[config.mk]
export PLATFORM = sky130hd
export DESIGN_NAME = uart_tx_arbiter_flat
export DESIGN_NICKNAME = d
export VERILOG_FILES = /design/src/rtl/uart_tx_arbiter_if.sv /design/src/rtl/uart_tx_arbiter.sv /design/src/flat_wrapper.sv
export SDC_FILE = /design/constraint.sdc
export NUM_CORES = 1
export LEC_CHECK = 0
export CAP_MARGIN = 20
export CELL_PAD_IN_SITES_DETAIL_PLACEMENT = 0
export CELL_PAD_IN_SITES_GLOBAL_PLACEMENT = 1
export CORE_MARGIN = 1
export CORE_UTILIZATION = 39
export CTS_BUF_LIST = sky130_fd_sc_hd__clkbuf_4 sky130_fd_sc_hd__clkbuf_8 sky130_fd_sc_hd__clkbuf_16
export DETAILED_ROUTE_END_ITERATION = 8
export GPL_TIMING_DRIVEN = 0
export PLACE_DENSITY_LB_ADDON = 0.1
export SYNTH_ARGS = -nofsm -noshare
export SYNTH_HDL_FRONTEND = slang
export SYNTH_SLANG_ARGS = --single-unit
[constraint.sdc]
create_clock -name clk -period 3.37 [get_ports clk]
set_clock_uncertainty 0.1 [all_clocks]
set_input_delay 0.5055 -clock clk [delete_from_list [all_inputs] [get_ports clk]]
set_output_delay 0.5055 -clock clk [all_outputs]
set_load 0.02 [all_outputs]
[src/rtl/uart_tx_arbiter_if.sv]
// Byte-source and uart_tx side signals of the shared transmit channel.
// The master modport is the arbiter; the slave modport is the sources/uart_tx side.
interface uart_tx_arbiter_if #(
    parameter int NUM_REQ = 2
);
    logic [NUM_REQ-1:0]   src_req;
    logic [8*NUM_REQ-1:0] src_data;
    logic [NUM_REQ-1:0]   src_ready;
    logic                 tx_req;
    logic [7:0]           tx_data;
    logic                 tx_ready;
    logic                 hold;
    logic [2:0]           grant_id;
    logic                 busy;

    modport master (
        input  src_req, src_data, tx_ready, hold,
        output src_ready, tx_req, tx_data, grant_id, busy
    );

    modport slave (
        output src_req, src_data, tx_ready, hold,
        input  src_ready, tx_req, tx_data, grant_id, busy
    );
endinterface

[src/rtl/uart_tx_arbiter.sv]
// Round-robin arbiter sharing one uart_tx byte channel between NUM_REQ sources.
// The owner keeps the channel until EOM_CHAR, MAX_BURST bytes, or IDLE_TIMEOUT idle cycles.
//
// state    | meaning
// ST_IDLE  | no owner; pick the next requester at or after the rr pointer
// ST_OWN   | grant_q owns the channel; its bytes pass straight through to uart_tx
module uart_tx_arbiter #(
    parameter int         NUM_REQ      = 2,
    parameter logic [7:0] EOM_CHAR     = 8'h0A,
    parameter int         MAX_BURST    = 64,
    parameter int         IDLE_TIMEOUT = 1024
) (
    input logic               clk,
    input logic               reset,
    uart_tx_arbiter_if.master bus
);
    localparam int TW = $clog2(IDLE_TIMEOUT + 1);

    typedef enum logic {
        ST_IDLE,
        ST_OWN
    } state_t;

    state_t        state_q, state_d;
    logic [2:0]    rr_q, rr_d;
    logic [2:0]    grant_q, grant_d;
    logic [7:0]    burst_q, burst_d;
    logic [TW-1:0] tmo_q, tmo_d;

    logic          owner_req;
    logic [7:0]    owner_data;
    logic          found;
    logic [2:0]    winner;
    logic          xfer;
    logic          release_now;
    int            idx;

    always_comb begin
        owner_req  = 1'b0;
        owner_data = 8'h00;
        for (int i = 0; i < NUM_REQ; i++) begin
            if (grant_q == 3'(i)) begin
                owner_req  = bus.src_req[i];
                owner_data = bus.src_data[8*i +: 8];
            end
        end
    end

    // Rotating priority search: first requester at or after rr_q, wrapping.
    always_comb begin
        found  = 1'b0;
        winner = rr_q;
        idx    = 0;
        for (int k = 0; k < NUM_REQ; k++) begin
            idx = int'(rr_q) + k;
            if (idx >= NUM_REQ) begin
                idx = idx - NUM_REQ;
            end
            for (int j = 0; j < NUM_REQ; j++) begin
                if (!found && idx == j && bus.src_req[j]) begin
                    found  = 1'b1;
                    winner = 3'(j);
                end
            end
        end
    end

    always_ff @(posedge clk or posedge reset) begin
        if (reset) begin
            state_q <= ST_IDLE;
            rr_q    <= 3'd0;
            grant_q <= 3'd0;
            burst_q <= 8'd0;
            tmo_q   <= '0;
        end else begin
            state_q <= state_d;
            rr_q    <= rr_d;
            grant_q <= grant_d;
            burst_q <= burst_d;
            tmo_q   <= tmo_d;
        end
    end

    always_comb begin
        state_d       = state_q;
        rr_d          = rr_q;
        grant_d       = grant_q;
        burst_d       = burst_q;
        tmo_d         = tmo_q;
        xfer          = 1'b0;
        release_now   = 1'b0;
        bus.tx_req    = 1'b0;
        bus.tx_data   = 8'h00;
        bus.src_ready = '0;

        case (state_q)
            ST_IDLE: begin
                if (found) begin
                    state_d = ST_OWN;
                    grant_d = winner;
                    burst_d = 8'd0;
                    tmo_d   = '0;
                end
            end
            ST_OWN: begin
                bus.tx_req  = owner_req & ~bus.hold;
                bus.tx_data = owner_data;
                for (int i = 0; i < NUM_REQ; i++) begin
                    if (grant_q == 3'(i)) begin
                        bus.src_ready[i] = bus.tx_ready & ~bus.hold;
                    end
                end
                xfer = owner_req & ~bus.hold & bus.tx_ready;

                if (xfer) begin
                    burst_d = burst_q + 8'd1;
                end
                // Idle count only advances when the owner is silent and not paused.
                if (owner_req) begin
                    tmo_d = '0;
                end else if (!bus.hold) begin
                    tmo_d = tmo_q + TW'(1);
                end

                release_now = (xfer && (owner_data == EOM_CHAR ||
                                        burst_q == 8'(MAX_BURST - 1))) ||
                              (!owner_req && !bus.hold &&
                               tmo_q == TW'(IDLE_TIMEOUT - 1));

                if (release_now) begin
                    state_d = ST_IDLE;
                    rr_d    = (grant_q == 3'(NUM_REQ - 1)) ? 3'd0 : grant_q + 3'd1;
                end
            end
            default: begin
                state_d = ST_IDLE;
            end
        endcase
    end

    assign bus.busy     = (state_q == ST_OWN);
    assign bus.grant_id = (state_q == ST_OWN) ? grant_q : 3'd0;

endmodule

[src/flat_wrapper.sv]
// flat-port wrapper written by rule: the top's interface ports become plain ports
module uart_tx_arbiter_flat 
#(
    parameter int         NUM_REQ      = 2,
    parameter logic [7:0] EOM_CHAR     = 8'h0A,
    parameter int         MAX_BURST    = 64,
    parameter int         IDLE_TIMEOUT = 1024
)
  (clk, reset, bus_src_req, bus_src_data, bus_tx_ready, bus_hold, bus_src_ready, bus_tx_req, bus_tx_data, bus_grant_id, bus_busy);
  uart_tx_arbiter_if #(.NUM_REQ(NUM_REQ)) bus_i ();
  input logic clk;
  input logic reset;
  input wire logic [$bits(bus_i.src_req)-1:0] bus_src_req;
  input wire logic [$bits(bus_i.src_data)-1:0] bus_src_data;
  input wire logic [$bits(bus_i.tx_ready)-1:0] bus_tx_ready;
  input wire logic [$bits(bus_i.hold)-1:0] bus_hold;
  output wire logic [$bits(bus_i.src_ready)-1:0] bus_src_ready;
  output wire logic [$bits(bus_i.tx_req)-1:0] bus_tx_req;
  output wire logic [$bits(bus_i.tx_data)-1:0] bus_tx_data;
  output wire logic [$bits(bus_i.grant_id)-1:0] bus_grant_id;
  output wire logic [$bits(bus_i.busy)-1:0] bus_busy;
  assign bus_i.src_req = bus_src_req;
  assign bus_i.src_data = bus_src_data;
  assign bus_i.tx_ready = bus_tx_ready;
  assign bus_i.hold = bus_hold;
  assign bus_src_ready = bus_i.src_ready;
  assign bus_tx_req = bus_i.tx_req;
  assign bus_tx_data = bus_i.tx_data;
  assign bus_grant_id = bus_i.grant_id;
  assign bus_busy = bus_i.busy;
  uart_tx_arbiter #(.NUM_REQ(NUM_REQ), .EOM_CHAR(EOM_CHAR), .MAX_BURST(MAX_BURST), .IDLE_TIMEOUT(IDLE_TIMEOUT)) u_core (.clk(clk), .reset(reset), .bus(bus_i));
endmodule
==> flow_summary.ini <==
[clock_tree]
cts_hold_buf = 0
clockBufferDepth = 2
postCtsSetupBuffers = 0
cts.sinks = 26
cts-htree-levels = 1
cts.clk_slew.worst_paths_ns = 0.10
cts_tree = built
cts_buffers = 3
clk_latency_ns = 0.28
cts-resized-gates = 0
cts_root_buf = clkbuf_8

[timing]
hold_viol = 0
setup_ws_ns = 0.443
whs_ns = 0.397
max_freq_ghz = 0.342
rsz0062_at_grt = false
setup_tns_ns = 0
slew_headroom_pct = 57.4
setup_violations = 0
post-route-period-util_pct = 86.8
maxSlewViolCount = 0
tightest_slew_ns = 0.640
fin_crit_ns = 2.93

[global_route]
grt_pass1_vias = 1694
gr-total-overflow = 0
antenna_found_initial = 0
grt_start_max_net_pins = 27
grt_pass1_wl_mm = 8.02
grt_usage_pct = 19.7

[synthesis]
yosys_warnings = 0
ys_seq_area_share_pct = 34.3
ys_ff_latch = 26
synthXorXnorAreaFrac_pct = 1.85
synth_top_family_by_area = simple AND/OR/NAND/NOR gates
synthFlopType = dfrtp_1
yosysUniqueCellTypes = 54
synth-simple-area-share_pct = 26.1
synth_fp_nets = 246
muxShareOfSynthArea_pct = 8.72
synth_compound_area_share_pct = 20.5
syn_avg_cell_area_um2 = 8.69
syn-cell-area_um2 = 1890
synthAdderAreaFrac_pct = 3.96
synth-edff-count = 0
synthCells = 218
synthArstFlopShare_pct = 100

[power_and_ir_drop]
p_switching_mw = 0.306
switching_share_pct = 32.1
comb_power_share_pct = 30.6
p_leak_nw = 1.02
ir_drop_v = 0.000245
total_power_mw = 0.953
power.density_nw_per_um2 = 394
pwr-share-clk_pct = 28.1
p_int_mw = 0.647
seq_power_share_pct = 41.3

[cells_and_area]
antennaDiodeCount = 0
regArea_um2 = 651
layout-drive-gt1-share_pct = 8.11
fin_cells = 311
n_fill_cell = 442
fin_area_um2 = 2420
syn_to_final_growth_pct = 27.7
fin_util_pct = 53.7
multiInputGateArea_um2 = 1160
nNetsFinal = 288

[drt]
drcViolationCount = 0
viasPerCell = 5.53
routed_wl_mm = 4.60
ant_nets = 0
drt-wirelength-per-cell_um = 14.8
drt_iter0_drc = 68
firstDrtPassIters = 4
vias = 1719

[placed_design]
post-place-ws_ns = 0.450
numPortBuffers = 36
post-place-cells = 306
hpwl_mm = 3.40
place_area_um2 = 2320
gp_congestion = 0.775

[setup_path]
slowest_delay_ns = 0.44
cp.required_ns = 3.43
crit_path_start_kind = flop
crit_chain = ha_1 -> xnor2_1 -> ha_1 -> ha_1 -> nand2_1 -> a211oi_1 -> nor2_1 -> o311ai_1 -> buf_2 -> a31oi_1
critPathSlowestCell = dfrtp_1
cp_data_arrival_time_ns = 2.99
cp_max_fo = 10
crit_top_cell = ha_1
critPathCaptureType = flop
crit_type = reg2reg

[die]
boundaryPins = 37
rows = 24
die_y_um = 71.7
die_x_um = 71.7
core_um2 = 4500
initial_core_util_pct = 42.1
dieArea_um2 = 5140

[run]
cap_violations = 0

[run_status]
status = finished clean

[hold_path]
min_path_type = in2async
state kept, by name (all words and copies together) (netlist names):
signal           count
u_core.tmo_q        11
u_core.grant_q       3
u_core.burst_q       8
u_core.bus.busy      1
u_core.rr_q          3
cells in the mapped netlist, types with 3 or more instances:
| cell | count | share of area [%] |
|---|---|---|
| nor2_1 | 29 | 5.7 |
| dfrtp_1 | 26 | 34 |
| nand2_1 | 16 | 3.2 |
| a21oi_1 | 12 | 3.2 |
| inv_1 | 12 | 2.4 |
| mux2i_1 | 12 | 6.3 |
| a31oi_1 | 9 | 3.0 |
| nand3_1 | 9 | 2.4 |
| o21ai_0 | 8 | 2.1 |
| ha_1 | 6 | 4.0 |
| nor3_1 | 6 | 1.6 |
| and3_1 | 4 | 1.3 |
| xnor2_1 | 4 | 1.8 |
| and2_1 | 3 | 0.99 |
| buf_2 | 3 | 0.79 |
| clkbuf_1 | 3 | 0.59 |
| mux2_4 | 3 | 2.4 |
| nand2b_1 | 3 | 0.99 |
| nor2b_1 | 3 | 0.99 |
| nor4b_1 | 3 | 1.4 |
| o22ai_1 | 3 | 0.99 |
critical path, delay by kind of cell, from the launching register on:
kind	cells	cell delay, ns
AND/OR/NAND/NOR	2	0.20
buffers and inverters	1	0.31
flip-flops	1	0.44
adder cells (fa/ha/maj)	3	0.75
AO/OA/AOI/OAI	3	0.84
XOR/XNOR	1	0.15
kinds of logic (layout without fill, tap and decap cells):
group                    after synthesis  in the layout
AND/OR/NAND/NOR                       92             92
buffers and inverters                 20             61
adder cells (fa/ha/maj)                6              6
multiplexers                          15             15
XOR/XNOR                               4              4
AO/OA/AOI/OAI                         55             55
flip-flops                            26             26
power by group through the flow:
stage                     sequential [mW]  combinational (mW)  clock, mW
after global routing                0.403               0.337      0.284
final                               0.393               0.292      0.268
after detailed placement            0.400               0.286          0
after CTS                           0.393               0.288      0.274
after global placement              0.399               0.285          0
after floorplan                     0.390               0.204          0
area by class of cell:
type / instances / area share, %
multi-input combinational: 172 / 47.9
sequential: 26 / 26.9
timing repair buffer: 37 / 16.0
tap: 52 / 2.69
inverter: 13 / 2.02
clock buffer: 3 / 1.71
buffer: 7 / 1.55
clock inverter: 1 / 1.24
per-layer routing:
metal | GRT usage [%] | wire [um] | up-vias
met5 | 0 | 0 | -
met4 | 5.23 | 53 | 0
met1 | 28.5 | 2430 | 797
met3 | 2.81 | 172 | 5
li1 | - | - | 885
met2 | 30.9 | 1950 | 32
cells in the final DEF (no fill, tap or decap), types with 2 or more instances in the layout:
master and instances:
clkdlybuf4s50_1 36, nor2_1 29, dfrtp_1 26, nand2_1 16, inv_1 12, mux2i_1 12
a21oi_1 12, nand3_1 9, a31oi_1 9, o21ai_0 8, nor3_1 6, ha_1 6
and3_1 4, xnor2_1 4, clkbuf_1 3, buf_2 3, nor2b_1 3, nand2b_1 3
and2_1 3, mux2_4 3, nor4b_1 3, o22ai_1 3, clkbuf_8 3, and4_1 2
or2_2 2, o21bai_1 2, a41oi_1 2, nor4_1 2, o32ai_1 2, a21boi_0 2
o211a_1 2
path summary, 6_finish.rpt:
| kind | startpoint | to | slack, ns | cells after the start |
|---|---|---|---|---|
| hold / removal | reset | u_core.burst_q[0] | 0.40 | 2 |
| setup reg to reg | u_core.rr_q[1] | u_core.tmo_q[8] | 0.44 | 10 |
| max in group asynchronous | reset | u_core.tmo_q[8] | 2.33 | 3 |
| hold reg to reg | u_core.tmo_q[8] | u_core.tmo_q[8] | 0.40 | 1 |
| min in group clk | u_core.tmo_q[8] | u_core.tmo_q[8] | 0.40 | 1 |
| setup / recovery | u_core.rr_q[1] | u_core.tmo_q[8] | 0.44 | 10 |
Note: power is estimated with default switching activity, not from simulation.
